### config.mk
export PLATFORM = sky130hd
export DESIGN_NAME = writeback_unit
export DESIGN_NICKNAME = d
export VERILOG_FILES = /design/src/rtl/writeback_unit.sv
export SDC_FILE = /design/constraint.sdc
export NUM_CORES = 1
export LEC_CHECK = 0
export ABC_AREA = 1
export BUFFER_PORTS_ARGS = -buffer_cell sky130_fd_sc_hd__buf_2
export CORE_ASPECT_RATIO = 1.25
export CORE_MARGIN = 2
export CORE_UTILIZATION = 50
export CTS_BUF_LIST = sky130_fd_sc_hd__clkbuf_2 sky130_fd_sc_hd__clkbuf_4 sky130_fd_sc_hd__clkbuf_8
export CTS_CLUSTER_DIAMETER = 80
export DETAILED_ROUTE_END_ITERATION = 10
export PLACE_DENSITY = 0.92
export SETUP_SLACK_MARGIN = 0.3
export SLEW_MARGIN = 20
export SYNTH_ARGS = -nofsm -noshare
export SYNTH_HDL_FRONTEND = slang
export SYNTH_SLANG_ARGS = --single-unit
### constraint.sdc
create_clock -name clk -period 1.7 [get_ports clk]
set_clock_uncertainty 0.05 [all_clocks]
set_input_delay 0.255 -clock clk [delete_from_list [all_inputs] [get_ports clk]]
set_output_delay 0.255 -clock clk [all_outputs]
set_load 0.01 [all_outputs]
### src/rtl/writeback_unit.sv
// Writeback stage: retires ALU results and load data into the register file
// with zero latency. A load whose data is not yet valid stalls upstream until
// it arrives. The most recent retired writes are kept in a small history so
// that earlier stages can forward from them.
module writeback_unit #(
    parameter int                 DATA_W     = 16,
    parameter int                 TGT_W      = 3,
    parameter int                 OPC_W      = 3,
    parameter int                 HIST_DEPTH = 2,
    parameter logic [OPC_W-1:0]   OPC_LOAD   = 3'b101,
    parameter logic [OPC_W-1:0]   OPC_STORE  = 3'b100,
    parameter logic [OPC_W-1:0]   OPC_BRANCH = 3'b110
) (
    input  logic                         clk,
    input  logic                         rst_n,
    input  logic                         halt,
    input  logic                         bubble_in,
    input  logic [TGT_W-1:0]             tgt_in,
    input  logic [OPC_W-1:0]             opcode_in,
    input  logic [DATA_W-1:0]            alu_result,
    input  logic [DATA_W-1:0]            mem_result,
    input  logic                         mem_valid,
    output logic                         stall_out,
    output logic                         we,
    output logic [TGT_W-1:0]             wr_tgt,
    output logic [DATA_W-1:0]            wr_data,
    output logic [HIST_DEPTH-1:0]        hist_valid,
    output logic [HIST_DEPTH*TGT_W-1:0]  hist_tgt,
    output logic [HIST_DEPTH*DATA_W-1:0] hist_data
);

    typedef enum logic {IDLE = 1'b0, WAIT_MEM = 1'b1} state_t;

    state_t                r_state;
    state_t                w_state_nxt;
    logic [TGT_W-1:0]      r_tgt;
    logic [TGT_W-1:0]      w_tgt_nxt;
    logic                  r_hv   [HIST_DEPTH];
    logic [TGT_W-1:0]      r_ht   [HIST_DEPTH];
    logic [DATA_W-1:0]     r_hd   [HIST_DEPTH];

    logic                  w_writing;
    logic                  w_is_load;
    logic                  w_we;
    logic                  w_stall;
    logic [TGT_W-1:0]      w_wr_tgt;
    logic [DATA_W-1:0]     w_wr_data;

    // A slot writes only when occupied, targets a real register and is not a store/branch.
    assign w_writing = !bubble_in && (tgt_in != '0) &&
                       (opcode_in != OPC_STORE) && (opcode_in != OPC_BRANCH);
    assign w_is_load = (opcode_in == OPC_LOAD);

    // State and latched load target; halt freezes both.
    always_ff @(posedge clk or negedge rst_n) begin
        if (!rst_n) begin
            r_state <= IDLE;
            r_tgt   <= '0;
        end else if (!halt) begin
            r_state <= w_state_nxt;
            r_tgt   <= w_tgt_nxt;
        end
    end

    // Next-state and write-port decode.
    always_comb begin
        w_state_nxt = r_state;
        w_tgt_nxt   = r_tgt;
        w_we        = 1'b0;
        w_stall     = 1'b0;
        w_wr_tgt    = '0;
        w_wr_data   = '0;
        case (r_state)
            IDLE: begin
                if (w_writing) begin
                    if (!w_is_load) begin
                        w_we      = 1'b1;
                        w_wr_tgt  = tgt_in;
                        w_wr_data = alu_result;
                    end else if (mem_valid) begin
                        w_we      = 1'b1;
                        w_wr_tgt  = tgt_in;
                        w_wr_data = mem_result;
                    end else begin
                        // Load data not back yet: hold upstream and remember where it goes.
                        w_stall     = 1'b1;
                        w_state_nxt = WAIT_MEM;
                        w_tgt_nxt   = tgt_in;
                    end
                end
            end
            WAIT_MEM: begin
                w_stall = 1'b1;
                if (mem_valid && !halt) begin
                    w_we        = 1'b1;
                    w_stall     = 1'b0;
                    w_wr_tgt    = r_tgt;
                    w_wr_data   = mem_result;
                    w_state_nxt = IDLE;
                end
            end
            default: w_state_nxt = IDLE;
        endcase
        // Halt blocks the write; the address/data lines drop to zero with it.
        if (halt) begin
            w_we      = 1'b0;
            w_wr_tgt  = '0;
            w_wr_data = '0;
        end
        // Reset overrides every output while held.
        if (!rst_n) begin
            w_we      = 1'b0;
            w_stall   = 1'b0;
            w_wr_tgt  = '0;
            w_wr_data = '0;
        end
    end

    assign we        = w_we;
    assign stall_out = w_stall;
    assign wr_tgt    = w_wr_tgt;
    assign wr_data   = w_wr_data;

    // Retired-write history: shift in on every write, entry 0 newest.
    always_ff @(posedge clk or negedge rst_n) begin
        if (!rst_n) begin
            for (int i = 0; i < HIST_DEPTH; i++) begin
                r_hv[i] <= 1'b0;
                r_ht[i] <= '0;
                r_hd[i] <= '0;
            end
        end else if (w_we) begin
            for (int i = HIST_DEPTH - 1; i > 0; i--) begin
                r_hv[i] <= r_hv[i-1];
                r_ht[i] <= r_ht[i-1];
                r_hd[i] <= r_hd[i-1];
            end
            r_hv[0] <= 1'b1;
            r_ht[0] <= w_wr_tgt;
            r_hd[0] <= w_wr_data;
        end
    end

    // Flatten the history into packed output vectors.
    always_comb begin
        for (int i = 0; i < HIST_DEPTH; i++) begin
            hist_valid[i]                = r_hv[i];
            hist_tgt[i*TGT_W +: TGT_W]   = r_ht[i];
            hist_data[i*DATA_W +: DATA_W] = r_hd[i];
        end
    end

endmodule

==> out/qor.txt, run 1 <==
DRT met1 WL: 3120 um
Root Driver: clkbuf_8
Met2 WL post-DR: 4400 um
Filler cell count: 369
CP max-delay cell: dfrtp_1
Power per Cell Area: 928 nW/um2
Most frequent cells in the layout: nand2_1, buf_2, dfrtp_1
First-pass GRT wire length: 11900 um
YS warnings: 0
Max-slew headroom: 62.9%
Maximum VDD drop: 0.000384 V
IO buf count: 103
Least-Margin Pin Slew: 0.556 ns
Total congestion overflow: 0
Most common library cell in the layout ignoring fill and taps: nand2_1
Fin cells: 584
Worst Setup Slack, final: -0.174 ns
Io pins: 104
P_sw: 1.21 mW
Largest net degree at the start of global routing: 45
Clk slew on worst S/H paths: 0.08 ns
Drt pass-1 iters: 5
Sw Ratio: 35.3%
Max stage delay on crit path: 0.41 ns
Worst skew pair latency: 0.30 ns
Initial Util: 51.7%
Final ANT Viol Nets: 0
Status: complete, but fails checks
Area delta synth->final: 41.5%
Synthesized instance count: 400
Mapped cell area: 2610 um2
Vias/cell: 5.19
Leakage: 2.50 nW
Die width: 68.6 um
Core Util, Final: 73.2%
Worst Path Buf+Inv: 4
Tmin final: 1.87 ns
Max-cap viol count: 0
Power, Total: 3.43 mW
Routed len/inst: 14.3 um
Comb pwr share: 31.9%
Gp weighted congestion: 0.840
Critical Path Stages: 8
Clk buf depth: 2
FF+latch count, synth: 44
Final setup fails: 21
Initial antenna violation count: 0
Hold crit path type: input port to async pin
Sequential share of power: 44.4%
Design area: 3690 um2
Hold buffers post-CTS: 0
Die Y: 84.8 um
Core area: 5040 um2
# rows: 29
CP endpoint kind: output port
Iter 0 DRT Violations: 280
Req. time, crit path: 1.39 ns
Placed cells: 558
Total CTS buffers: 5
Vias: 3030
Final net count: 564
Reg2Reg Depth: 9
Seq/Total Area, Yosys: 42.2%
Clock sink count: 44
Slew Viols, Final: 0
CP startpoint kind: flop
DRC Markers: 0
Tot GR Track Use: 26.5%
RSZ-0062 raised after global routing: yes
Critical path class: flop to output port
CTS tree: built
DR WL met3: 461 um
Unique cell type count in the Yosys netlist: 19
Fmax: 534 MHz
Clock power frac: 23.8%
Vias in the first global route: 2677
Worst Hold Slack: -0.0269 ns
Part of the cycle the worst path needs: 110%
Dpl hpwl: 5150 um
Fraction of layout cells with a size suffix above 1: 33.5%
CP Max Fanout: 4
Failing checks: hold timing, setup timing
DRT Wirelength: 8340 um
Worst EP arrival: 1.57 ns
Top layer in use: met4
Full die area: 5810 um2
Hold Violations, Final: 34
CP delay by family, top: flip-flops
Mean Syn Cell Area: 6.52 um2
Crit-path cells: inv_2 -> nand2_2 -> nor2_4 -> inv_4 -> nor2_4 -> inv_2 -> a21oi_2 -> buf_2
Pint: 2.22 mW
Syn_nets: 443
Setup tns final: -2.22 ns
Pre-CTS worst setup slack: -0.0521 ns
Max H-tree Level: 2
Ant diodes: 0
DP Area: 3180 um2
==> layout make-up <==
cell class	count	area (um2)	area share, %
clock buffers	6	76.3	2.07
clock inverters	2	35.0	0.949
inverters	49	191	5.18
multi-input cells	289	1330	36.1
flip-flops and latches	44	1100	29.8
well taps	62	77.6	2.10
repair buffers	132	877	23.8
==> what timing repair did <==
action                                  CTS  global route
gates resized for setup                  22            26
endpoints found under the setup margin   59            63
setup buffers                             5             5
pin swaps                                 4             4
gates cloned                              2             6
==> cell families after synthesis <==
family,share of synthesized area (%)
flops,42.2
simple gates,45.1
compound gates,0.575
buf+inv,12.1
==> worst reg2reg max path, stage by stage, from the launching register on <==
cell	delay, ns
dfrtp_1	0.41
buf_4	0.18
nand2_8	0.11
nand2_4	0.11
inv_6	0.10
nand3_4	0.08
buf_12	0.16
clkbuf_16	0.16
nand2_1	0.07
nand2_1	0.07
==> power by group through the flow <==
stage | Combinational [mW] | Clock (mW) | Sequential [mW]
detailed placement | 0.983 | 0 | 1.52
global placement | 0.948 | 0 | 1.52
floorplan | 0.397 | 0 | 1.63
global route | 1.21 | 0.850 | 1.55
finish | 1.09 | 0.814 | 1.52
CTS | 1.02 | 0.803 | 1.51
==> state kept, by name (all words and copies together), names as in the netlist <==
signal and cells:
r_state 1, r_tgt 3, hist_data 32, hist_tgt 6
hist_valid 2
==> metal layers <==
metal | track usage, % | vias to the layer above
met5 | 0 | -
met4 | 13.6 | 0
met3 | 3.22 | 41
met2 | 43.6 | 145
met1 | 33.2 | 1407
li1 | - | 1437
==> cell usage after synthesis <==
| cell | instances | share of area (%) |
|---|---|---|
| nor3_1 | 2 | 0.38 |
| nor2_4 | 2 | 0.86 |
| inv_1 | 46 | 6.6 |
| nand2_2 | 2 | 0.48 |
| nand4_1 | 21 | 5.0 |
| a21oi_1 | 3 | 0.58 |
| buf_6 | 4 | 1.7 |
| buf_2 | 12 | 2.3 |
| dfrtp_1 | 44 | 42 |
| nand3_4 | 1 | 0.67 |
| buf_4 | 3 | 0.86 |
| nand3_1 | 3 | 0.58 |
| buf_1 | 1 | 0.14 |
| nor2_1 | 41 | 5.9 |
| nor2_2 | 2 | 0.48 |
| nand2_4 | 1 | 0.43 |
| nand3_2 | 1 | 0.38 |
| inv_2 | 3 | 0.43 |
| nand2_1 | 208 | 30 |
==> path summary, 6_finish.rpt <==
kind	startpoint	endpoint	slack, ns
worst min register to register	hist_valid[1]	hist_valid[1]	0.43
min in group clk	tgt_in[1]	r_tgt[1]	0.26
max in group asynchronous	rst_n	hist_data[6]	1.23
worst max register to register	r_state	hist_data[13]	0.09
worst max-delay path	r_state	stall_out	-0.17
worst min-delay path	rst_n	r_tgt[1]	-0.03
Power figures use the tool's default switching activity.
==> inputs of run 2 (changes only) <==
--- a/config.mk
+++ b/config.mk
@@ -7,15 +7,17 @@
 export LEC_CHECK = 0
 export ABC_AREA = 1
 export BUFFER_PORTS_ARGS = -buffer_cell sky130_fd_sc_hd__buf_2
+export CELL_PAD_IN_SITES_DETAIL_PLACEMENT = 1
+export CELL_PAD_IN_SITES_GLOBAL_PLACEMENT = 2
 export CORE_ASPECT_RATIO = 1.25
 export CORE_MARGIN = 2
-export CORE_UTILIZATION = 50
+export CORE_UTILIZATION = 25
 export CTS_BUF_LIST = sky130_fd_sc_hd__clkbuf_2 sky130_fd_sc_hd__clkbuf_4 sky130_fd_sc_hd__clkbuf_8
 export CTS_CLUSTER_DIAMETER = 80
 export DETAILED_ROUTE_END_ITERATION = 10
-export PLACE_DENSITY = 0.92
+export PLACE_DENSITY = 0.91
 export SETUP_SLACK_MARGIN = 0.3
-export SLEW_MARGIN = 20
+export SLEW_MARGIN = 40
 export SYNTH_ARGS = -nofsm -noshare
 export SYNTH_HDL_FRONTEND = slang
 export SYNTH_SLANG_ARGS = --single-unit
==> out/qor.txt, run 2 (synthesis results as in run 1) <==
Vias/cell: 4.43 (was 5.19)
Top layer in use: met4 (unchanged)
Die width: 95.4 um (was 68.6 um)
Setup tns final: -1.54 ns (was -2.22 ns)
Req. time, crit path: 1.39 ns (about the same)
Filler cell count: 1323 (was 369)
Worst Path Buf+Inv: 5 (was 4)
Vias in the first global route: 3009 (was 2677)
R2r endpoint: hist_data[3] (was hist_data[13])
DRT met1 WL: 3990 um (was 3120 um)
Most frequent cells in the layout: nand2_1, buf_2, dfrtp_1 (unchanged)
Power per Cell Area: 879 nW/um2 (was 928 nW/um2)
First-pass GRT wire length: 15400 um (was 11900 um)
Max H-tree Level: 2 (unchanged)
Hold Violations, Final: 0 (was 34)
Slew Viols, Final: 0 (unchanged)
Hold crit path type: input port to async pin (unchanged)
Critical path class: flop to output port (unchanged)
Fraction of layout cells with a size suffix above 1: 34.8% (was 33.5%)
CP Max Fanout: 5 (was 4)
DRC Markers: 0 (unchanged)
Leakage: 2.50 nW (about the same)
Least-Margin Pin Slew: 0.570 ns (was 0.556 ns)
Multi-input logic area: 1280 um2 (was 1330 um2)
Max-slew headroom: 62.0% (was 62.9%)
Root Driver: clkbuf_8 (unchanged)
Worst skew pair latency: 0.29 ns (was 0.30 ns)
Maximum VDD drop: 0.000282 V (was 0.000384 V)
Clk slew on worst S/H paths: 0.09 ns (was 0.08 ns)
Final setup fails: 21 (unchanged)
RSZ-0062 raised after global routing: yes (unchanged)
Area delta synth->final: 45.1% (was 41.5%)
Clock sink count: 44 (unchanged)
Worst Hold Slack: 0.000760 ns (was -0.0269 ns)
CTS tree: built (unchanged)
Failing checks: setup timing (was hold timing, setup timing)
Gp weighted congestion: 0.797 (was 0.840)
Reg2reg setup slack: 0.05 ns (was 0.09 ns)
Initial Util: 25.8% (was 51.7%)
Io pins: 104 (unchanged)
Total congestion overflow: 0 (unchanged)
Number of flip-flops in the largest register: 32 (unchanged)
CP endpoint kind: output port (unchanged)
Routed len/inst: 14.4 um (was 14.3 um)
Tmin final: 1.81 ns (was 1.87 ns)
Iter 0 DRT Violations: 78 (was 280)
Core area: 10100 um2 (was 5040 um2)
Reg2Reg Depth: 10 (was 9)
DRT Wirelength: 9380 um (was 8340 um)
Met2 WL post-DR: 5060 um (was 4400 um)
Most common library cell in the layout ignoring fill and taps: nand2_1 (unchanged)
Status: complete, but fails checks (unchanged)
Part of the cycle the worst path needs: 107% (was 110%)
Worst Setup Slack, final: -0.112 ns (was -0.174 ns)
Max-cap viol count: 0 (unchanged)
Crit-path cells: inv_4 -> buf_6 -> buf_4 -> nand2_2 -> nand4_1 -> inv_1 -> buf_2 (was inv_2 -> nand2_2 -> nor2_4 -> inv_4 -> nor2_4 -> inv_2 -> a21oi_2 -> buf_2)
Total CTS buffers: 5 (unchanged)
Initial antenna violation count: 0 (unchanged)
Die Y: 118 um (was 84.8 um)
Final ANT Viol Nets: 0 (unchanged)
Max stage delay on crit path: 0.46 ns (was 0.41 ns)
Worst reg2reg path startpoint: r_state (unchanged)
IO buf count: 103 (unchanged)
Vias: 2872 (was 3030)
Register area: 1100 um2 (about the same)
CP max-delay cell: dfrtp_2 (was dfrtp_1)
Fmax: 552 MHz (was 534 MHz)
Tot GR Track Use: 17.1% (was 26.5%)
CP startpoint kind: flop (unchanged)
Hold buffers post-CTS: 0 (unchanged)
Full die area: 11300 um2 (was 5810 um2)
Drt pass-1 iters: 4 (was 5)
Dpl hpwl: 6820 um (was 5150 um)
Worst EP arrival: 1.51 ns (was 1.57 ns)
Clk buf depth: 2 (unchanged)
# rows: 41 (was 29)
CP delay by family, top: buffers and inverters (was flip-flops)
DR WL met3: 227 um (was 461 um)
Final net count: 562 (was 564)
Ant diodes: 0 (unchanged)
Largest net degree at the start of global routing: 45 (unchanged)
run 2: changes by cell type in the layout (fill, tap and decap cells not counted), sizes merged:
| cell | delta |
|---|---|
| nand2 | -2 |
| clkinv | -1 |
| bufinv | -1 |
| buf | +2 |
| clkinvlp | +1 |
| bufbuf | +1 |
| clkbuf | -2 |
run 2: layout make-up:
type,count,area share (%)
multi-input combinational,287,33.8
tap,129,4.26
clock inverter,1,0.198
sequential,44,29.1
timing repair buffer,132,25.2
clock buffer,7,2.38
inverter,49,5.06
run 2: worst max path at each step:
stage | depth (start not counted) | to | startpoint
floorplan | 7 | wr_data[2] | r_state
global placement | 10 | hist_data[3] | halt
detailed placement | 7 | wr_data[7] | r_state
CTS | 7 | wr_data[11] | r_state
global route | 8 | stall_out | r_state
finish | 7 | wr_tgt[2] | r_state
run 2: what timing repair did:
action | in CTS | in global routing
pin swaps | 6 | 6
gates cloned | 4 | 1
setup buffers | 10 | 2
resized for setup | 33 | 18
endpoints found under the setup margin | 58 | 65
run 2: power by group:
part / internal [mW] / switching (mW)
combinational: 0.463 / 0.620
sequential: 1.32 / 0.217
clock: 0.347 / 0.362
run 2: through the flow:
stage	power [mW]	std cells	worst slack (ns)	utilization (%)	cell area, um2
finish	3.33	649	-0.112	37.5	3790
detailed placement	2.57	624	0.0413	32.6	3290
global route	3.57	649	-0.214	37.5	3790
CTS	3.36	646	-0.104	36.6	3700
global placement	2.54	624	0.0208	32.6	3290
floorplan	2.02	400	0.272	-	2610
run 2: routing by layer:
layer	vias to the layer above	track usage, %
li1	1429	-
met1	1377	21.8
met2	60	30.1
met3	6	1.59
met4	0	4.89
met5	-	0
